--- src/rtl/axi_bridge_pkg.sv ---
// Shared encodings for the peripheral-to-AXI bridge: write FSM states, AXI constants,
// burst descriptor field offsets and the registered AW request.
package axi_bridge_pkg;

  typedef enum logic [1:0] {
    ST_IDLE = 2'd0,
    ST_LOAD = 2'd1,
    ST_ADDR = 2'd2,
    ST_DATA = 2'd3
  } wr_state_e;

  localparam logic [1:0] AXI_BURST_INCR  = 2'b01;

  localparam logic [1:0] AXI_RESP_OKAY   = 2'b00;
  localparam logic [1:0] AXI_RESP_EXOKAY = 2'b01;
  localparam logic [1:0] AXI_RESP_SLVERR = 2'b10;
  localparam logic [1:0] AXI_RESP_DECERR = 2'b11;

  localparam int LEN_MSB  = 11;
  localparam int LEN_LSB  = 4;
  localparam int SIZE_MSB = 3;

  // Largest beat size the bridge supports: 4 bytes (log2 = 2).
  localparam logic [SIZE_MSB:0] MAX_SIZE_LOG2 = 4'd2;

  typedef struct packed {
    logic [31:0] addr;
    logic [7:0]  len;
    logic [2:0]  size;
  } aw_req_t;

  function automatic logic resp_is_err(input logic [1:0] resp);
    return (resp == AXI_RESP_SLVERR) || (resp == AXI_RESP_DECERR);
  endfunction

endpackage

--- src/rtl/axi_resp_credit_cnt.sv ---
// Saturating count of requests awaiting a response; accepts responses only while non-zero.
// Zero-latency ready; a simultaneous request and response leave the count unchanged.
module axi_resp_credit_cnt #(
  parameter int MAX_OUTSTANDING = 4,
  parameter int CNT_W           = 4
) (
  input  logic             clk,
  input  logic             rst_n,
  input  logic             inc,
  input  logic             rsp_vld,
  output logic             rsp_rdy,
  output logic [CNT_W-1:0] cnt,
  output logic             credit_avail,
  output logic             unexp_rsp
);

  localparam logic [CNT_W-1:0] MAX_CNT = CNT_W'(MAX_OUTSTANDING);
  localparam logic [CNT_W-1:0] ONE     = CNT_W'(1);

  logic [CNT_W-1:0] cnt_q;
  logic             dec;

  assign rsp_rdy      = (cnt_q != '0);
  assign dec          = rsp_vld & rsp_rdy;
  assign unexp_rsp    = rsp_vld & (cnt_q == '0);
  assign credit_avail = (cnt_q < MAX_CNT);
  assign cnt          = cnt_q;

  always_ff @(posedge clk or negedge rst_n) begin
    if (!rst_n) begin
      cnt_q <= '0;
    end else if (inc && !dec && (cnt_q != MAX_CNT)) begin
      cnt_q <= cnt_q + ONE;
    end else if (dec && !inc) begin
      cnt_q <= cnt_q - ONE;
    end
  end

endmodule

--- src/rtl/axi_wr_burst_sequencer.sv ---
// Pops burst descriptors, issues AXI AW, kicks the packer, and tracks B credits and errors.
// Pop to AWVALID takes 2 cycles; stalls on empty FIFO, full credits, AWREADY low and the W last beat.
module axi_wr_burst_sequencer #(
  parameter int MAX_OUTSTANDING = 4,
  parameter int CNT_W           = 4
) (
  input  logic             clk,
  input  logic             rst_n,
  input  logic             b_empty,
  input  logic [31:0]      burst_addr,
  input  logic [11:0]      burst_info,
  output logic             burst_pop,
  output logic             axi_awvalid,
  input  logic             axi_awready,
  output logic [31:0]      axi_awaddr,
  output logic [7:0]       axi_awlen,
  output logic [2:0]       axi_awsize,
  output logic [1:0]       axi_awburst,
  output logic             pkr_start,
  input  logic             w_last_hs,
  input  logic             axi_bvalid,
  input  logic [1:0]       axi_bresp,
  output logic             axi_bready,
  output logic [CNT_W-1:0] outstanding,
  output logic             busy,
  output logic [2:0]       err_sticky,
  input  logic             err_clr
);

  import axi_bridge_pkg::*;

  wr_state_e state_q, state_d;
  aw_req_t   aw_q;
  logic      pkr_start_q;
  logic      armed_q;
  logic [2:0] err_q;
  logic      aw_hs, b_hs, credit_avail, unexp_b, size_bad;

  axi_resp_credit_cnt #(
    .MAX_OUTSTANDING (MAX_OUTSTANDING),
    .CNT_W           (CNT_W)
  ) u_credit (
    .clk          (clk),
    .rst_n        (rst_n),
    .inc          (aw_hs),
    .rsp_vld      (axi_bvalid),
    .rsp_rdy      (axi_bready),
    .cnt          (outstanding),
    .credit_avail (credit_avail),
    .unexp_rsp    (unexp_b)
  );

  assign axi_awvalid = (state_q == ST_ADDR);
  assign aw_hs       = axi_awvalid & axi_awready;
  assign b_hs        = axi_bvalid & axi_bready;
  assign size_bad    = (burst_info[SIZE_MSB:0] > MAX_SIZE_LOG2);

  // armed_q holds off the pop strobe until the first cycle after reset release.
  always_comb begin
    state_d   = state_q;
    burst_pop = 1'b0;
    case (state_q)
      ST_IDLE: begin
        if (armed_q && !b_empty && credit_avail) begin
          burst_pop = 1'b1;
          state_d   = ST_LOAD;
        end
      end
      ST_LOAD: state_d = ST_ADDR;
      ST_ADDR: if (axi_awready) state_d = ST_DATA;
      ST_DATA: if (w_last_hs) state_d = ST_IDLE;
      default: state_d = ST_IDLE;
    endcase
  end

  always_ff @(posedge clk or negedge rst_n) begin
    if (!rst_n) begin
      state_q     <= ST_IDLE;
      aw_q        <= '0;
      pkr_start_q <= 1'b0;
      armed_q     <= 1'b0;
      err_q       <= '0;
    end else begin
      state_q     <= state_d;
      pkr_start_q <= aw_hs;
      armed_q     <= 1'b1;
      if (state_q == ST_LOAD) begin
        aw_q.addr <= burst_addr;
        aw_q.len  <= burst_info[LEN_MSB:LEN_LSB];
        aw_q.size <= burst_info[SIZE_MSB-1:0];
      end
      // New error events override a same-cycle clear.
      err_q <= (err_clr ? 3'b000 : err_q)
             | {(state_q == ST_LOAD) && size_bad, unexp_b, b_hs && resp_is_err(axi_bresp)};
    end
  end

  assign axi_awaddr  = aw_q.addr;
  assign axi_awlen   = aw_q.len;
  assign axi_awsize  = aw_q.size;
  assign axi_awburst = AXI_BURST_INCR;
  assign pkr_start   = pkr_start_q;
  assign err_sticky  = err_q;
  assign busy        = (state_q != ST_IDLE) || (outstanding != '0);

endmodule

--- config.mk ---
export PLATFORM = sky130hd
export DESIGN_NAME = axi_wr_burst_sequencer
export DESIGN_NICKNAME = d
export VERILOG_FILES = /design/src/rtl/axi_bridge_pkg.sv /design/src/rtl/axi_resp_credit_cnt.sv /design/src/rtl/axi_wr_burst_sequencer.sv
export SDC_FILE = /design/constraint.sdc
export NUM_CORES = 1
export LEC_CHECK = 0
export ABC_CLOCK_PERIOD_IN_PS = 3700
export BUFFER_PORTS_ARGS = -buffer_cell sky130_fd_sc_hd__clkbuf_2
export CORE_AREA = 2 2 75 77
export CTS_CLUSTER_SIZE = 14
export DETAILED_ROUTE_END_ITERATION = 6
export DIE_AREA = 0 0 77 79
export PLACE_DENSITY = 0.86
export REMOVE_ABC_BUFFERS = 1
export SLEW_MARGIN = 5
export SYNTH_ARGS = -nofsm -noshare
export SYNTH_HDL_FRONTEND = slang
export SYNTH_SLANG_ARGS = --single-unit
--- constraint.sdc ---
create_clock -name clk -period 3.7 [get_ports clk]
set_clock_uncertainty 0.2 [all_clocks]
set_input_delay 0.37 -clock clk [delete_from_list [all_inputs] [get_ports clk]]
set_output_delay 0.37 -clock clk [all_outputs]
set_load 0.02 [all_outputs]
==> results.cfg <==
[run_status]
status = completed

[clock_tree]
cts.clk_slew.worst_paths_ns = 0.10
post-cts-setup-buffers = 0
cts_tree = done
clockBufferDepth = 2
cts_made_buffers = 5
root_buffer = clkbuf_8
clk_latency_ns = 0.31
cts-resized-gates = 0
hold_buffers = 1
htree_levels = 2
clkSinkCount = 54

[cells_and_area]
drive_gt1_share_pct = 58.5
fin_area_um2 = 3020
layout_commonest_cell = clkbuf_2
antenna-diode-count = 0
nNetsFinal = 335
num-fill-cells = 487
area_growth_pct = 31.3
postLayoutCoreUtil_pct = 56.5
layout_common_cells = clkbuf_2 (106), dfrtp_1 (54), mux2_2 (44)

[logic_synthesis]
synth_edf_count = 0
async_flop_share_pct = 100
ys.flop_type = dfrtp_1
netlist-cell-type-count = 32
syn_inst = 166
ys_warn_count = 0
ys_ff_latch = 54
synth-seq-area-share_pct = 58.9
syn_area_per_cell_um2 = 13.8
synth_area_um2 = 2300

[drt]
drc = 0
detail_route.wl_per_cell_um = 12.8
drtIter0Drc = 43
vias = 1683
routed_wl_um = 4440
ant_nets = 0
firstDrtPassIters = 4
viasPerCell = 4.85

[power_and_ir_drop]
p_per_area_nw_per_um2 = 961
leakage_nw = 1.51
peakVddDrop_v = 0.000544
p_total_mw = 2.90

[global_route]
antenna_found_initial = 0
grt_overflow = 0
grt_pass1_wl_um = 7450
grt_usage_pct = 15.5
grt_start_max_net_pins = 45
grt_pass1_vias = 1663

[sta]
fin_crit_ns = 2.71
setup_slack_ns = 0.994
maxSlewViolCount = 0
worstMarginPinSlew_ns = 0.998
finalSetupTns_ns = 0
rsz0062_at_grt = no
max_clock_freq_mhz = 370
hold_viol = 0
finalCritPeriodShare_pct = 73.1
slew-limit-headroom_pct = 33.5
setup_viol = 0

[setup_path]
critical_path_arrival_ns = 2.69
crit_fanout = 6
end_kind = register
required_ns = 3.69
cp-start-kind = register
critPathKind = reg -> reg
r2r_slack_ns = 0.99

[floorplan]
core_area_um2 = 5340
die_w_um = 77
initial_utilization_pct = 43.0
die_area_um2 = 6080
die_h_um = 79
rows = 27
ios = 110

[placement]
place_area_um2 = 2890
dp_slack_ns = 1.03
dpl.hpwl_um = 3400
gp_congestion = 0.792
io_buffers = 106

[min_path]
hp-class = in -> reg

[flow_run]
maxCapViolCount = 0
## flip-flops by register name, summed over array words and instances, names as in the netlist
register and cells:
axi_awlen 8, axi_awsize 3, u_credit.cnt 4, err_sticky 3
armed_q 1, pkr_start 1, state_q 2, axi_awaddr 32
## kinds of logic after synthesis
kind of cell | count (synthesis) | share of synthesized area [%]
AOI/OAI and AO/OA | 21 | 6.43
xor gates and xnor gates | 3 | 1.14
adders and majority gates | 8 | 4.69
buffers and inverters | 18 | 3.27
DFF | 54 | 58.9
muxes | 45 | 22.0
other | 2 | 0.327
and+or+nand+nor | 15 | 3.27
## cell type report
| type | instances | area, um2 | area share [%] |
|---|---|---|---|
| clock buffers | 5 | 68.8 | 2.28 |
| clock inverters | 3 | 43.8 | 1.45 |
| inverters | 10 | 37.5 | 1.24 |
| multi-input cells | 95 | 876 | 29.0 |
| flip-flops and latches | 54 | 1350 | 44.8 |
| well taps | 72 | 90.1 | 2.99 |
| repair buffers | 108 | 548 | 18.2 |
## Yosys cell counts, drive strengths merged (2+ instances only)
library cell / number / area [um2]
nand3: 2 / 10.0
dfrtp: 54 / 1350
a21oi: 2 / 10.0
mux2: 44 / 495
ha: 7 / 87.6
o22ai: 2 / 12.5
nand2: 6 / 22.5
nor2: 2 / 7.51
a211o: 2 / 17.5
o21ai: 6 / 30.0
clkbuf: 6 / 22.5
inv: 10 / 37.5
buf: 2 / 15.0
xor2: 3 / 26.3
conb: 2 / 7.51
## layer usage
layer | global-route usage [%] | part of all wire, % | vias to the layer above
met4 | 5.36 | 1.2 | 0
met1 | 17.6 | 40 | 819
li1 | - | - | 792
met5 | 0 | 0 | -
met3 | 3.75 | 6.4 | 6
met2 | 28.4 | 52 | 66
## report_power, final
part	internal, mW	total (mW)	switching, mW	leakage (nW)
Sequential	0.883	1.07	0.183	0.640
Combinational	0.639	1.44	0.797	0.815
Clock	0.203	0.395	0.192	0.0585
Total	1.73	2.90	1.17	1.51
## stage by stage
step,hold slack [ns],instances
floorplan,-0.126,159
CTS,0.0786,347
finish,0.0781,347
global placement,0.183,338
global route,0.0751,347
detailed placement,0.198,338
## worst max-delay path: stages, from the launching register on
cell	delay (ns)
dfrtp_1	0.42
inv_1	0.13
ha_1	0.28
nand2_1	0.15
a211o_1	0.37
fa_1	0.50
mux2_2	0.29
o22ai_1	0.16
a221oi_1	0.10
## worst paths after layout
path,startpoint,endpoint,depth (start not counted)
worst max-delay path,state_q[0]$_DFFE_PN0P_,u_credit.cnt[1]$_DFFE_PN0P_,8
worst min-delay path,err_clr,err_sticky[0]$_DFF_PN0_,2
worst max register to register,state_q[0]$_DFFE_PN0P_,u_credit.cnt[1]$_DFFE_PN0P_,8
worst min register to register,axi_awaddr[16]$_DFFE_PN0P_,axi_awaddr[16]$_DFFE_PN0P_,1
max in group asynchronous,rst_n,axi_awaddr[12]$_DFFE_PN0P_,3
min in group asynchronous,rst_n,err_sticky[0]$_DFF_PN0_,2
Power figures use the tool's default switching activity.
